File: src/rtl/warp_inflight_tracker.sv
// Per-warp outstanding-instruction tracker fed by the commit bus.
// Provides pending/idle status, issue back-pressure and a single-warp drain sequencer.
module warp_inflight_tracker #(
  parameter int unsigned NUM_WARPS = 8,
  parameter int unsigned ISSUE_CNT = 2,
  parameter int unsigned NW_WIDTH  = 3,
  parameter int unsigned CTR_WIDTH = 6
) (
  input  logic                          i_clk,
  input  logic                          i_reset,
  input  logic                          i_issue_valid,
  input  logic [NW_WIDTH-1:0]           i_issue_wid,
  output logic                          o_issue_ready,
  input  logic [ISSUE_CNT-1:0]          i_committed,
  input  logic [ISSUE_CNT*NW_WIDTH-1:0] i_committed_wid,
  input  logic                          i_drain_req,
  input  logic [NW_WIDTH-1:0]           i_drain_wid,
  output logic                          o_drain_busy,
  output logic                          o_drain_done,
  output logic [NUM_WARPS-1:0]          o_warp_pending,
  output logic                          o_all_idle,
  output logic                          o_underflow_err
);

  localparam int unsigned NXT_W = CTR_WIDTH + 2;
  localparam logic [CTR_WIDTH-1:0] CMAX = '1;

  localparam logic [1:0] S_IDLE = 2'd0;
  localparam logic [1:0] S_WAIT = 2'd1;
  localparam logic [1:0] S_DONE = 2'd2;

  logic [CTR_WIDTH-1:0] r_cnt [NUM_WARPS];
  logic [CTR_WIDTH-1:0] w_cnt_nxt [NUM_WARPS];
  logic [NUM_WARPS-1:0] w_under;
  logic [NUM_WARPS-1:0] w_pending_nxt;
  logic [NW_WIDTH-1:0]  r_drain_wid;
  logic [1:0]           r_state;
  logic [1:0]           w_state_nxt;
  logic                 w_latch_wid;
  logic                 w_sel_full;
  logic                 w_drain_zero;
  logic                 w_fire;
  logic                 r_busy;
  logic                 r_done;
  logic                 r_pending_any;
  logic [NUM_WARPS-1:0] r_pending;
  logic                 r_underflow;

  // Select the counter addressed by issue_wid and by the latched drain id.
  always_comb begin
    w_sel_full   = 1'b0;
    w_drain_zero = 1'b1;
    for (int unsigned w = 0; w < NUM_WARPS; w++) begin
      if (i_issue_wid == NW_WIDTH'(w)) w_sel_full = (r_cnt[w] == CMAX);
      if (r_drain_wid == NW_WIDTH'(w)) w_drain_zero = (r_cnt[w] == '0);
    end
  end

  assign o_issue_ready = !w_sel_full && !(r_busy && (i_issue_wid == r_drain_wid));
  assign w_fire        = i_issue_valid && o_issue_ready;

  // Counter arithmetic widened by two bits; a set MSB means the result went negative.
  always_comb begin
    logic [NXT_W-1:0] v_next;
    w_under       = '0;
    w_pending_nxt = '0;
    v_next        = '0;
    for (int unsigned w = 0; w < NUM_WARPS; w++) begin
      v_next = {2'b00, r_cnt[w]};
      if (w_fire && (i_issue_wid == NW_WIDTH'(w))) v_next = v_next + NXT_W'(1);
      for (int unsigned i = 0; i < ISSUE_CNT; i++) begin
        if (i_committed[i] && (i_committed_wid[i*NW_WIDTH +: NW_WIDTH] == NW_WIDTH'(w)))
          v_next = v_next - NXT_W'(1);
      end
      if (v_next[NXT_W-1]) begin
        w_cnt_nxt[w] = '0;
        w_under[w]   = 1'b1;
      end else begin
        w_cnt_nxt[w] = v_next[CTR_WIDTH-1:0];
      end
      w_pending_nxt[w] = (w_cnt_nxt[w] != '0);
    end
  end

  // Drain sequencer next-state.
  always_comb begin
    w_state_nxt = r_state;
    w_latch_wid = 1'b0;
    case (r_state)
      S_IDLE: begin
        if (i_drain_req) begin
          w_state_nxt = S_WAIT;
          w_latch_wid = 1'b1;
        end
      end
      S_WAIT:  if (w_drain_zero) w_state_nxt = S_DONE;
      S_DONE:  w_state_nxt = S_IDLE;
      default: w_state_nxt = S_IDLE;
    endcase
  end

  always_ff @(posedge i_clk) begin
    if (i_reset) begin
      for (int unsigned w = 0; w < NUM_WARPS; w++) r_cnt[w] <= '0;
      r_state       <= S_IDLE;
      r_drain_wid   <= '0;
      r_busy        <= 1'b0;
      r_done        <= 1'b0;
      r_pending     <= '0;
      r_pending_any <= 1'b0;
      r_underflow   <= 1'b0;
    end else begin
      for (int unsigned w = 0; w < NUM_WARPS; w++) r_cnt[w] <= w_cnt_nxt[w];
      r_state       <= w_state_nxt;
      if (w_latch_wid) r_drain_wid <= i_drain_wid;
      r_busy        <= (w_state_nxt != S_IDLE);
      r_done        <= (w_state_nxt == S_DONE);
      r_pending     <= w_pending_nxt;
      r_pending_any <= |w_pending_nxt;
      r_underflow   <= r_underflow | (|w_under);
    end
  end

  assign o_drain_busy    = r_busy;
  assign o_drain_done    = r_done;
  assign o_warp_pending  = r_pending;
  assign o_all_idle      = !r_pending_any;
  assign o_underflow_err = r_underflow;

endmodule

File: config.mk
export PLATFORM = sky130hd
export DESIGN_NAME = warp_inflight_tracker
export DESIGN_NICKNAME = d
export VERILOG_FILES = /design/src/rtl/warp_inflight_tracker.sv
export SDC_FILE = /design/constraint.sdc
export NUM_CORES = 1
export LEC_CHECK = 0
export BUFFER_PORTS_ARGS = -buffer_cell sky130_fd_sc_hd__buf_2
export CAP_MARGIN = 10
export CORE_MARGIN = 2
export CORE_UTILIZATION = 57
export DETAILED_ROUTE_END_ITERATION = 6
export PLACE_DENSITY = 0.75
export SYNTH_ARGS = -nofsm -noshare
export SYNTH_HDL_FRONTEND = slang
export SYNTH_SLANG_ARGS = --single-unit
File: constraint.sdc
create_clock -name i_clk -period 4.2 [get_ports i_clk]
set_clock_uncertainty 0.1 [all_clocks]
set_input_delay 0.42 -clock i_clk [delete_from_list [all_inputs] [get_ports i_clk]]
set_output_delay 0.42 -clock i_clk [all_outputs]
set_load 0.1 [all_outputs]
==> results of run 1 <==
-- critical path: cells and delay by family, from the launching register on --
kind,cells,cell delay [ps]
AO/OA/AOI/OAI,7,1410
XOR/XNOR,2,360
adder cells (fa/ha/maj),2,320
multiplexers,1,310
buffers and inverters,1,140
AND/OR/NAND/NOR,4,980
flip-flops,1,350
-- per-stage QoR --
stage | std cells | cell area, um2 | TNS (ps) | hold slack, ps
after CTS | 1046 | 7620 | 0 | 209
after floorplan | 812 | 6520 | 0 | 359
after global routing | 1050 | 7920 | -226 | 245
after global placement | 1029 | 7280 | -51.9 | 378
after detailed placement | 1029 | 7280 | -1160 | 400
final | 1051 | 7930 | 0 | 212
-- state kept, by name, summed over array words and instances, names as in the netlist --
register         flops
r_cnt               48
r_drain_wid          3
o_drain_done         1
o_drain_busy         1
r_pending_any        1
o_underflow_err      1
o_warp_pending       8
r_state              2
-- what timing repair did --
item	4_1_cts	5_1_grt
resized for setup	3	60
setup buffers	1	4
endpoints found under the setup margin	19	37
pin swaps	2	14
-- area by class of cell --
class | instances | area (um2) | share of cell area
flip-flops and latches | 65 | 1310 | 0.165
inverters | 26 | 97.6 | 0.0123
clock inverters | 2 | 35.0 | 0.00442
clock buffers | 14 | 274 | 0.0346
repair buffers | 118 | 818 | 0.103
multi-input cells | 682 | 5210 | 0.657
well taps | 143 | 179 | 0.0226
diodes | 1 | 2.50 | 0.000316
-- metal layers --
layer,vias up,track usage,share of wire
met3,43,0.0487,0.058
met2,220,0.529,0.49
met1,3033,0.375,0.42
met5,-,0,0
li1,3096,-,-
met4,0,0.123,0.026
-- placed cells by master (no fill, tap or decap), drive strengths merged, types with 6 or more instances in the layout --
cell type  synthesis  routed
a21o               9       9
a21oi             30      30
a31oi              6       6
and2              13      13
and3              12      12
buf               13     118
clkbuf            26      14
dfxtp             65      65
ha                32      32
inv               26      26
mux2              16      16
mux2i             15      15
nand2             78      78
nand2b            11      11
nand3             31      31
nand4             13      13
nor2             105     105
nor2b             12      12
nor3              25      25
nor3b              7       7
nor4              13      13
nor4b              9       9
o211ai             6       6
o21ai             19      19
o31a               6       6
or2               10      10
or3                7       7
xnor2             61      61
xnor3              6       6
xor2              38      38
-- report_power, final --
part	switching (mW)	total, mW	internal, mW	leakage (nW)
Clock	0.294	0.801	0.508	0.153
Sequential	0.0530	0.728	0.675	0.534
Combinational	0.631	1.06	0.431	2.40
Total	0.978	2.59	1.61	3.09
-- kinds of logic (layout without fill, tap and decap cells) --
logic type                 count (synthesis)  in the layout  share of synthesized area
AOI/OAI and AO/OA                        147            147                      0.184
xor gates and xnor gates                 107            107                      0.171
adders and majority gates                 32             32                     0.0614
buffers and inverters                     65            160                     0.0442
DFF                                       65             65                      0.200
muxes                                     31             31                     0.0532
other                                      0              1                          0
and+or+nand+nor                          365            365                      0.286
-- worst max path at each step --
stage | startpoint | slack, ps | end
floorplan | i_issue_wid[2] | 80 | r_pending_any
global placement | i_issue_wid[0] | -50 | r_pending_any
detailed placement | i_issue_wid[1] | -140 | r_pending_any
CTS | r_drain_wid[2] | 30 | r_pending_any
global route | r_cnt[0][7] | -60 | o_underflow_err
finish | r_cnt[0][7] | 50 | r_pending_any
==> results.yml, run 1 <==
setup_path:
  arrival_ps: 4230
  worst_path_max_delay_cell: "or4b_1"
  worstPathCellList: "ha_4, nand2_2, or3_4, o211a_4, o311ai_4, a21o_1, mux2i_2, ha_4, nand2_4, xor2_2, buf_4, xor2_2, or4b_1, o21ai_1, a31o_1, o211a_1, a41oi_2"
  required_ps: 4290
  worstPathMaxFanout: 4
  slowest_delay_ps: 470
  start_kind: "register"
  r2r-end: "r_pending_any"
  timing.rr.start: "r_cnt[0][7]"
  r2r_setup_slack_ps: 50
  endpoint_kind: "register"
  path_class: "register to register"
  rr_worst_depth: 17
logic_synthesis:
  yosys_warnings: 0
  ys_seq_area_frac: 0.200
  synth_top_area_share: 0.200
  synthCells: 812
  synth_common_cells: "nor2_1, nand2_1, dfxtp_1, xnor2_1, xor2_1"
  syn_area_per_cell_um2: 8.02
  synth.net_count: 862
  ys_async_sr_fraction: 0
  synth_ff_type: "dfxtp_1"
  yosysMostFrequentCell: "nor2_1"
  synth_top_cell_by_area: "dfxtp_1"
  synth_area_leaders: "dfxtp_1, xnor2_1, ha_1"
  synth_edf_count: 0
  syn_area_mm2: 0.00652
  synth.distinct_cells: 96
  synth_seq_cells: 65
timing:
  slew_headroom: 0.496
  final_max_slew_viol_count: 0
  worst_slew_pin_slew_ps: 755
  max_freq_mhz: 241
  setup_viol: 0
  fin_crit_ps: 4150
  finalCritPeriodShare: 0.987
  rsz0062_at_grt: "true"
  worst_slack_ps: 53.0
  finalHoldViolCount: 0
route:
  dr_total_vias: 6392
  drtIter0Drc: 483
  drc_errors: 0
  totalWireLength_um: 19100
  wl_per_cell_um: 18.2
  drt_first_pass_iters: 5
  ant_nets: 0
  vias_per_cell: 6.08
place:
  pre_cts_slack_ps: -143
  dp_hpwl_um: 14500
  gp_congestion: 0.931
  port-buffer-count: 30
clocking:
  cts_tree: "built"
  clk_pin_slew_ps: 60
  hold_buffers: 0
  clockRootBuffer: "clkbuf_16"
  htree_num_levels: 3
  worstSkewPairLatency_ps: 350
  cts_buffers: 9
  cts_buffer_depth: 2
  cts_sinks: 65
pwr:
  ir_drop_v: 0.000377
  power_density_mw_per_mm2: 327
  power_mw: 2.59
  p_leak_nw: 3.09
run:
  drv_cap: 0
global_route:
  grt_max_degree: 34
  grt_antenna_before_repair: 1
  grt_pass1_vias: 6308
  grt_pass1_wl_um: 30600
  grt_overflow_total: 0
  grt_use_total: 0.304
finish:
  nets: 952
  fillers: 857
  syn_to_final_growth_pct: 21.6
  final_util: 0.703
  drive_above_1_share: 0.254
floorplan:
  core_area_mm2: 0.0113
  die_w_um: 111
  placement_rows: 39
  dieArea_mm2: 0.0123
  io_pins: 31
  fp.dieH_um: 111
  initial_utilization: 0.578
hold_path:
  hold_start: "i_drain_wid[2]"
  worstHoldEndpoint: "r_drain_wid[2]"
  min-delay-path-class: "primary input to register"
  whs_path_depth: 3
outcome:
  status: "finished clean"
Note: power is estimated with default switching activity, not from simulation.
==> run 2, diff against run 1 <==
--- a/config.mk
+++ b/config.mk
@@ -11,6 +11,7 @@
 export CORE_UTILIZATION = 57
 export DETAILED_ROUTE_END_ITERATION = 6
 export PLACE_DENSITY = 0.75
+export SETUP_SLACK_MARGIN = 0.1
 export SYNTH_ARGS = -nofsm -noshare
 export SYNTH_HDL_FRONTEND = slang
 export SYNTH_SLANG_ARGS = --single-unit
==> run 2 against run 1 <==
- count of clock-buffer cells in the layout fell by 1
- setup slack got worse by 32 ps
- cell count rose by 1.3%
- hold slack improved by 22 ps
- clock power fell by 9.7%
- core utilization rose by 1.4 points
- register-to-register slack got worse by 30 ps
- routed wire length rose by 2.4%
- via count rose by 2.7%
- maximum frequency fell by 0.76%
- non-clock buffer count rose by 15
- critical path type unchanged
- largest cell class unchanged
- largest power group unchanged
==> results.yml, run 2 (same netlist as run 1, synthesis figures left out) <==
outcome:
  status: "finished clean"
clocking:
  cts_buffers: 9
  clk_pin_slew_ps: 50
  clockRootBuffer: "clkbuf_16"
  worstSkewPairLatency_ps: 350
  cts_tree: "built"
  htree_num_levels: 3
  cts_sinks: 65
  cts_buffer_depth: 2
  hold_buffers: 0
timing:
  rsz0062_at_grt: "true"
  fin_setup_tns_ps: 0
  slew_headroom: 0.514
  final_max_slew_viol_count: 0
  finalCritPeriodShare: 0.995
  setup_viol: 0
  max_freq_mhz: 239
  fin_crit_ps: 4180
  finalHoldViolCount: 0
  worst_slew_pin_slew_ps: 729
  hold_slack_ps: 234
route:
  wl_met3_um: 1150
  ant_nets: 0
  vias_per_cell: 6.16
  wl_per_cell_um: 18.4
  drc_errors: 0
  drtIter0Drc: 551
  wl_met2_um: 9610
  totalWireLength_um: 19600
  met1_length_um: 8070
  drt_first_pass_iters: 7
  top_layer: "met4"
  dr_total_vias: 6562
global_route:
  grt_antenna_before_repair: 1
  grt_overflow_total: 0
  grt_pass1_vias: 6467
  grt_use_total: 0.313
  grt_max_degree: 34
  grt_pass1_wl_um: 31400
setup_path:
  r2r_setup_slack_ps: 20
  r2r-end: "r_cnt[0][1]"
  worstPathCellList: "ha_4, nand2_4, or3_4, o211a_4, o311ai_4, a21o_1, mux2i_2, ha_4, nand2_4, xor2_4, xnor2_2, or4_4, nor3b_4, a21oi_4, buf_12, nand2b_4, nor2_1"
  crit_path_end: "r_cnt[0][1]"
  required_ps: 4340
  endpoint_kind: "register"
  start_kind: "register"
  startpoint: "r_cnt[0][7]"
  slowest_delay_ps: 560
  path_class: "register to register"
  arrival_ps: 4320
  timing.rr.start: "r_cnt[0][7]"
  rr_worst_depth: 17
  worst_path_max_delay_cell: "or4_4"
  worstPathMaxFanout: 5
finish:
  drive_above_1_share: 0.269
  fin_area_mm2: 0.00808
  syn_to_final_growth_pct: 24.0
  multi_input_area_mm2: 0.00526
  fillers: 881
  final_util: 0.717
  layout_common_cells: "nor2_1, buf_4, nand2_1, dfxtp_1, xnor2_1"
  final_common_cell: "nor2_1"
  largest_register_ffs: 48
  regArea_mm2: 0.00131
  nets: 967
  top_register: "r_cnt"
floorplan:
  initial_utilization: 0.578
  placement_rows: 39
  die_w_um: 111
  dieArea_mm2: 0.0123
  core_area_mm2: 0.0113
  io_pins: 31
  fp.dieH_um: 111
pwr:
  p_leak_nw: 3.19
  power_mw: 2.54
  ir_drop_v: 0.000393
  p_clk_frac: 0.284
  power_density_mw_per_mm2: 315
  p_sw_mw: 0.976
  combPwrFrac: 0.430
  internal-power_mw: 1.57
  swShare: 0.383
  power_frac_seq: 0.286
hold_path:
  min-delay-path-class: "primary input to register"
  whs_path_depth: 3
place:
  placed_cell_area_mm2: 0.00734
  port-buffer-count: 30
  gp_congestion: 0.958
  dp_hpwl_um: 14800
run:
  drv_cap: 0
-- run 2: cell count changes in the layout (fill, tap and decap cells not counted), sizes merged --
cell,delta
buf,+15
bufinv,-1
clkbuf,-1
clkinvlp,+1
-- run 2: timing repair --
| action | 4_1_cts | 5_1_grt |
|---|---|---|
| pin swaps | 6 | 22 |
| buffers inserted | 2 | 11 |
| resized for setup | 15 | 56 |
| setup endpoints to repair | 20 | 40 |
-- run 2: worst min path at each step --
stage              startpoint              to  slack [ps]
4_1_cts        i_drain_wid[2]  r_drain_wid[2]         230
5_1_grt        i_drain_wid[2]  r_drain_wid[2]         250
2_1_floorplan      r_state[1]    o_drain_busy         360
3_3_place_gp       r_state[1]    o_drain_busy         370
3_5_place_dp       r_state[1]    o_drain_busy         390
6_report       i_drain_wid[2]  r_drain_wid[2]         230
-- run 2: final cells by class --
class / count / share of cell area
diodes: 1 / 0.000310
inverters: 26 / 0.0121
flip-flops and latches: 65 / 0.162
clock inverters: 2 / 0.00155
clock buffers: 13 / 0.0335
multi-input cells: 682 / 0.651
well taps: 143 / 0.0221
repair buffers: 133 / 0.117
-- run 2: power by group through the flow --
stage               logic, mW  clock network [mW]  registers [mW]
floorplan               0.590                   0           0.862
global placement        0.966                   0           0.733
detailed placement      0.995                   0           0.733
CTS                      1.01               0.729           0.722
global route             1.17               0.748           0.734
finish                   1.09               0.723           0.728
-- run 2: critical path, delay by kind of cell, from the launching register on --
family / cells / cell delay, ps
AND/OR/NAND/NOR: 7 / 1510
AO/OA/AOI/OAI: 4 / 880
XOR/XNOR: 2 / 370
flip-flops: 1 / 350
adder cells (fa/ha/maj): 2 / 340
multiplexers: 1 / 320
buffers and inverters: 1 / 170
-- run 2: metal layers --
metal  up-vias  GRT usage
met4         0      0.148
met5         -          0
met3        57     0.0683
li1       3125          -
met1      3159      0.378
met2       221      0.528
-- run 2: through the flow --
step / std cells / worst slack, ps
after floorplan: 812 / 175
after global placement: 1036 / -76.8
after detailed placement: 1036 / -212
after CTS: 1053 / 44.1
after global routing: 1064 / -126
final: 1065 / 21.2
